<file path="src/rtl/tv_pkg.sv">
// -----------------------------------------------------------------------------
// tv_pkg: shared types and helpers for the test-vector capture recorder.
//   tv_state_e : recorder FSM states (IDLE, CAPTURE, DRAIN, DONE), 2 bits
//   tv_pack    : builds one captured vector with the {dut_in, dut_out} layout.
//                Benches call the same function, so the layout is defined once.
//                The inputs are zero-extended to TV_MAX_W bits each. out_w is
//                the real width of the output field. The caller keeps the low
//                in_w+out_w bits of the result.
// -----------------------------------------------------------------------------
package tv_pkg;

  typedef enum logic [1:0] {
    IDLE    = 2'd0,
    CAPTURE = 2'd1,
    DRAIN   = 2'd2,
    DONE    = 2'd3
  } tv_state_e;

  // Widest supported single field (dut_in or dut_out).
  localparam int TV_MAX_W = 32;

  function automatic logic [2*TV_MAX_W-1:0] tv_pack(
    input logic [TV_MAX_W-1:0] in_v,
    input logic [TV_MAX_W-1:0] out_v,
    input int unsigned         out_w
  );
    logic [2*TV_MAX_W-1:0] w_vec;
    w_vec = ({{TV_MAX_W{1'b0}}, in_v} << out_w) | {{TV_MAX_W{1'b0}}, out_v};
    return w_vec;
  endfunction

endpackage

</file>
<file path="src/rtl/tv_buffer.sv">
// -----------------------------------------------------------------------------
// tv_buffer: DEPTH x W register file used as the capture store.
//   clk      : write clock
//   i_we     : write enable; i_wdata is written to mem[i_waddr] at the rising edge
//   i_waddr  : write address
//   i_wdata  : write data
//   i_raddr  : read address (asynchronous read)
//   o_rdata  : mem[i_raddr]
// The array has no reset. After a reset, old contents stay until they are
// overwritten.
// -----------------------------------------------------------------------------
module tv_buffer #(
  parameter  int W     = 16,
  parameter  int DEPTH = 16,
  localparam int AW    = $clog2(DEPTH)
) (
  input  logic          clk,
  input  logic          i_we,
  input  logic [AW-1:0] i_waddr,
  input  logic [W-1:0]  i_wdata,
  input  logic [AW-1:0] i_raddr,
  output logic [W-1:0]  o_rdata
);

  logic [W-1:0] r_mem [DEPTH];

  // Synchronous write port
  always_ff @(posedge clk) begin
    if (i_we) begin
      r_mem[i_waddr] <= i_wdata;
    end
  end

  assign o_rdata = r_mem[i_raddr];

endmodule

</file>
<file path="src/rtl/tv_capture_recorder.sv">
// -----------------------------------------------------------------------------
// tv_capture_recorder: records {dut_in, dut_out} on each sample_en strobe while
// armed. After capture ends, it drains the entries in order over a
// valid/ready stream.
//   clk        : clock; all state updates on the rising edge
//   reset      : asynchronous active-low reset
//   start      : arms a new capture (honoured in IDLE or DONE)
//   stop       : ends capture early (honoured in CAPTURE)
//   sample_en  : sample dut_in/dut_out this cycle
//   dut_in     : observed DUT input vector
//   dut_out    : observed DUT output vector
//   rd_ready   : consumer accepts rd_data
//   rd_valid   : rd_data valid (high throughout DRAIN)
//   rd_data    : {dut_in, dut_out} of the current entry
//   rd_last    : current entry is the final captured one
//   count      : entries captured this run (held until the next start)
//   busy       : CAPTURE or DRAIN
//   overflow   : sticky; a sample_en arrived during DRAIN
//   done       : one-cycle pulse in DONE
// -----------------------------------------------------------------------------
module tv_capture_recorder
  import tv_pkg::*;
#(
  parameter  int IN_W  = 8,
  parameter  int OUT_W = 8,
  parameter  int DEPTH = 16,
  localparam int AW    = $clog2(DEPTH)
) (
  input  logic                  clk,
  input  logic                  reset,
  input  logic                  start,
  input  logic                  stop,
  input  logic                  sample_en,
  input  logic [IN_W-1:0]       dut_in,
  input  logic [OUT_W-1:0]      dut_out,
  input  logic                  rd_ready,
  output logic                  rd_valid,
  output logic [IN_W+OUT_W-1:0] rd_data,
  output logic                  rd_last,
  output logic [AW:0]           count,
  output logic                  busy,
  output logic                  overflow,
  output logic                  done
);

  localparam int            DW       = IN_W + OUT_W;
  localparam logic [AW:0]   CNT_ONE  = (AW+1)'(1);
  localparam logic [AW:0]   CNT_FULL = (AW+1)'(DEPTH);
  localparam logic [AW-1:0] PTR_ONE  = AW'(1);

  tv_state_e     r_state;
  logic [AW-1:0] r_wr_ptr;
  logic [AW-1:0] r_rd_ptr;
  logic [AW:0]   r_count;
  logic          r_rd_valid;
  logic          r_rd_last;
  logic          r_busy;
  logic          r_overflow;
  logic          r_done;

  logic                  w_we;
  logic [2*TV_MAX_W-1:0] w_pack_full;
  logic [DW-1:0]         w_wdata;
  logic [DW-1:0]         w_rdata;
  logic [AW:0]           w_cnt_inc;
  logic [AW:0]           w_cnt_next;
  logic                  w_end_capture;
  logic [AW:0]           w_last_idx;
  logic [AW:0]           w_rd_next_ext;
  logic                  w_pack_unused;

  assign w_pack_full   = tv_pack(TV_MAX_W'(dut_in), TV_MAX_W'(dut_out), OUT_W);
  assign w_wdata       = w_pack_full[DW-1:0];
  assign w_pack_unused = ^w_pack_full[2*TV_MAX_W-1:DW];

  assign w_we          = (r_state == CAPTURE) & sample_en;
  assign w_cnt_inc     = r_count + CNT_ONE;
  assign w_cnt_next    = sample_en ? w_cnt_inc : r_count;
  // Capture ends on stop (after any same-cycle sample) or on the write that fills the buffer.
  assign w_end_capture = stop | (sample_en & (w_cnt_inc == CNT_FULL));
  assign w_last_idx    = r_count - CNT_ONE;
  assign w_rd_next_ext = {1'b0, r_rd_ptr} + CNT_ONE;

  tv_buffer #(
    .W     (DW),
    .DEPTH (DEPTH)
  ) u_buffer (
    .clk     (clk),
    .i_we    (w_we),
    .i_waddr (r_wr_ptr),
    .i_wdata (w_wdata),
    .i_raddr (r_rd_ptr),
    .o_rdata (w_rdata)
  );

  // Recorder FSM with pointers, count and registered status flags
  always_ff @(posedge clk or negedge reset) begin
    if (!reset) begin
      r_state    <= IDLE;
      r_wr_ptr   <= '0;
      r_rd_ptr   <= '0;
      r_count    <= '0;
      r_rd_valid <= 1'b0;
      r_rd_last  <= 1'b0;
      r_busy     <= 1'b0;
      r_overflow <= 1'b0;
      r_done     <= 1'b0;
    end else begin
      r_done <= 1'b0;
      case (r_state)
        IDLE, DONE: begin
          if (start) begin
            r_state    <= CAPTURE;
            r_wr_ptr   <= '0;
            r_rd_ptr   <= '0;
            r_count    <= '0;
            r_overflow <= 1'b0;
            r_busy     <= 1'b1;
          end else begin
            r_state <= IDLE;
          end
        end
        CAPTURE: begin
          if (sample_en) begin
            r_wr_ptr <= r_wr_ptr + PTR_ONE;
            r_count  <= w_cnt_inc;
          end
          if (w_end_capture) begin
            if (w_cnt_next == '0) begin
              // Nothing captured: skip the drain.
              r_state <= DONE;
              r_busy  <= 1'b0;
              r_done  <= 1'b1;
            end else begin
              r_state    <= DRAIN;
              r_rd_valid <= 1'b1;
              r_rd_last  <= (w_cnt_next == CNT_ONE);
            end
          end
        end
        DRAIN: begin
          if (sample_en) begin
            r_overflow <= 1'b1;
          end
          if (rd_ready) begin
            r_rd_ptr <= r_rd_ptr + PTR_ONE;
            if (r_rd_last) begin
              r_state    <= DONE;
              r_rd_valid <= 1'b0;
              r_rd_last  <= 1'b0;
              r_busy     <= 1'b0;
              r_done     <= 1'b1;
            end else begin
              r_rd_last <= (w_rd_next_ext == w_last_idx);
            end
          end
        end
        default: begin
          r_state <= IDLE;
        end
      endcase
    end
  end

  assign rd_valid = r_rd_valid;
  assign rd_data  = w_rdata;
  assign rd_last  = r_rd_last;
  assign count    = r_count;
  assign busy     = r_busy;
  assign overflow = r_overflow;
  assign done     = r_done;

endmodule

</file>
<file path="config.mk">
export PLATFORM = sky130hd
export DESIGN_NAME = tv_capture_recorder
export DESIGN_NICKNAME = d
export VERILOG_FILES = /design/src/rtl/tv_pkg.sv /design/src/rtl/tv_buffer.sv /design/src/rtl/tv_capture_recorder.sv
export SDC_FILE = /design/constraint.sdc
export NUM_CORES = 1
export LEC_CHECK = 0
export CELL_PAD_IN_SITES_DETAIL_PLACEMENT = 0
export CELL_PAD_IN_SITES_GLOBAL_PLACEMENT = 2
export CORE_UTILIZATION = 46
export CTS_CLUSTER_DIAMETER = 40
export DETAILED_ROUTE_END_ITERATION = 10
export GPL_ROUTABILITY_DRIVEN = 1
export PLACE_DENSITY = 0.83
export SYNTH_ARGS = -nofsm -noshare
export SYNTH_HDL_FRONTEND = slang
export SYNTH_SLANG_ARGS = --single-unit
</file>
<file path="constraint.sdc">
create_clock -name clk -period 3.2 [get_ports clk]
set_input_delay 0.48 -clock clk [delete_from_list [all_inputs] [get_ports clk]]
set_output_delay 0.48 -clock clk [all_outputs]
set_load 0.1 [all_outputs]
</file>
==> metrics.yaml <==
crit_required_ns: 2.72
fillers: 1871
via_per_inst: 5.736
clockBufferDepth: 3
die_h_um: 160.6
ir_drop_v: 0.0006070
synth_area_leaders: "edfxtp_1, mux4_2, mux2i_1, dfrtp_1, a221oi_1"
finClkSkew_ns: 0.01624
internal_power_mw: 8.076
combPwrFrac_pct: 32.1
worst_setup_path_end_kind: "output port"
max_slew.worst_pin.slew_ns: 0.7789
outcome: "finished clean"
ctsHoldBuffers: 0
rows: 57
grtUsageTotal_pct: 20.85
vias: 6550
setup_viol: 0
cp.arrival_ns: 2.61
port-buffer-count: 47
h-tree-depth: 2
area_delta_synth_final_pct: 21.68
nets: 821
insertion_delay_ns: 0.51
dieArea_um2: 25780
r2r_slack_ns: 0.72
first_iter_violations: 389
crit_slowest_cell: "a221oi_1"
die_w_um: 160.6
grt_max_degree: 37
grt-ovfl-total: 0
antenna_found_initial: 0
layout-drive-gt1-share_pct: 22.00
fmax_mhz: 323.3
critPathMaxStageDelay_ns: 0.45
leakagePower_nw: 4.794
hold_path_class: "in2async"
fin_crit_sh_pct: 96.66
cts_tree: "done"
yosysWarningCount: 0
ys_ff_latch: 276
wire_per_inst_um: 22.89
io_pins: 48
cp_top_family: "buffers and inverters"
power.density_nw_per_um2: 872.8
slew_viol_final: 0
numCtsBuffers: 38
worstPathCellList: "buf_6 -> and2_1 -> buf_4 -> a221oi_1 -> o21ai_0 -> nand2_1 -> buf_12"
syn_area_per_cell_um2: 16.57
synth-main-ff-cell: "edfxtp_1"
placed_cell_area_um2: 12720
totalWireLength_mm: 26.15
initial_core_util_pct: 47.28
grt_pass1_wl_mm: 39.75
max_slew_margin_pct: 47.97
core_area_um2: 24460
final_cell_area_um2: 14070
rsz0062_at_grt: "yes"
first_global_vias: 6798
syn-num-nets: 730
path_buf_inv: 3
ys_async_sr_fraction_pct: 7.246
synthCells: 698
swShare_pct: 34.25
p_switching_mw: 4.207
yosysTopAreaCell: "edfxtp_1"
first_pass_iters: 8
synth_edf_count: 256
finalPower_mw: 12.28
syn_area_um2: 11570
max-cap-violations: 0
cts_root_buffer: "clkbuf_16"
insertedDiodeCount: 0
tns_ns: 0
drc: 0
hold_violations: 0
synth_commonest_cells: "edfxtp_1, mux2i_1, nand2_1, o21ai_0"
synth_top_area_share_pct: 66.46
yosysMostFrequentCell: "edfxtp_1"
final.min_clock_period_ns: 3.093
clkPwrFrac_pct: 33.3
power_frac_seq_pct: 34.6
routabilityCongestion: 0.8140
yosysSeqAreaShare_pct: 70.79
path_class: "reg2out"
crit_fanout: 36
clock_sinks: 276
synth_cell_type_count: 57
start_kind: "flop"
dp_hpwl_mm: 15.52
ant_nets: 0
clkTransAtPathRegs_ns: 0.05
==> layout make-up <==
cell class                      instances  area [um^2]  area share [%]
Timing Repair Buffer                   95         1015           7.210
Tap cell                              324        405.4           2.881
Clock inverter                         26        262.8           1.867
Inverter                               11        45.04          0.3201
Multi-Input combinational cell        367         3163           22.48
Sequential cell                       276         8192           58.21
Clock buffer                           43        991.0           7.041
==> power groups by stage <==
| stage | sequential [mW] | combinational [mW] | clock (mW) |
|---|---|---|---|
| 6_report | 4.25 | 3.94 | 4.09 |
| 5_1_grt | 4.27 | 4.19 | 4.31 |
| 4_1_cts | 4.29 | 3.89 | 4.16 |
| 3_5_place_dp | 4.38 | 3.80 | 0 |
| 3_3_place_gp | 4.38 | 3.77 | 0 |
| 2_1_floorplan | 4.52 | 2.49 | 0 |
==> stage by stage <==
step | std cells | setup WS (ns) | hold slack, ns | utilization (%)
4_1_cts | 1138 | 0.03062 | 0.4044 | 57.29
3_3_place_gp | 1068 | 0.4564 | 0.4851 | 52.02
5_1_grt | 1142 | -0.06371 | 0.4245 | 57.53
6_report | 1142 | 0.1070 | 0.3904 | 57.53
3_5_place_dp | 1068 | 0.3764 | 0.4909 | 52.02
2_1_floorplan | 698 | 0.1902 | 0.1844 | -
==> placed cells by master (no fill, tap or decap), types with 17 or more instances in the layout <==
master / n
clkbuf_16: 39
edfxtp_1: 256
nand2_1: 38
mux2i_1: 65
clkdlybuf4s50_1: 21
dfrtp_1: 19
a221oi_1: 28
a22oi_1: 22
nor2_1: 17
buf_12: 18
a21oi_1: 19
o21ai_0: 34
and2_1: 18
buf_4: 54
mux4_2: 32
==> routing by layer <==
metal / share of wire [%] / GRT usage [%]
met5: 0 / 0
met4: 2.6 / 7.143
met3: 5.5 / 4.545
met2: 50 / 35.50
met1: 42 / 26.42
==> cells by family (layout without fill, tap and decap cells) <==
logic type	count (synthesis)	count (layout)	synth area share, %
AND/OR/NAND/NOR	118	118	5.322
XOR/XNOR	8	8	0.6058
flip-flops	276	276	70.79
multiplexers	100	100	12.15
AO/OA/AOI/OAI	131	131	7.908
adder cells (fa/ha/maj)	10	10	1.082
buffers and inverters	55	175	2.142
==> state kept, by name (all words and copies together) (netlist names) <==
signal	count
r_wr_ptr	4
rd_last	1
done	1
busy	1
overflow	1
r_rd_ptr	4
count	5
u_buffer.r_mem	256
rd_valid	1
r_state	2
==> path summary, 6_finish.rpt <==
kind	endpoint	start	cells after the start
max in group asynchronous	busy$_DFFE_PN0P_	reset	2
worst min register to register	rd_valid$_DFFE_PN0P_	rd_valid$_DFFE_PN0P_	1
min in group clk	rd_valid$_DFFE_PN0P_	rd_valid$_DFFE_PN0P_	1
worst max register to register	rd_valid$_DFFE_PN0P_	count[1]$_DFFE_PN0P_	7
worst max-delay path	rd_data[11]	r_rd_ptr[1]$_DFFE_PN0P_	7
worst min-delay path	count[4]$_DFFE_PN0P_	reset	1
==> what timing repair did <==
item | in CTS | in global routing
setup endpoints to repair | 13 | 11
resized for setup | 2 | 5
pin swaps | 0 | 0
setup buffers | 1 | 4
cloned | 0 | 0
Note: power is estimated with default switching activity, not from simulation.
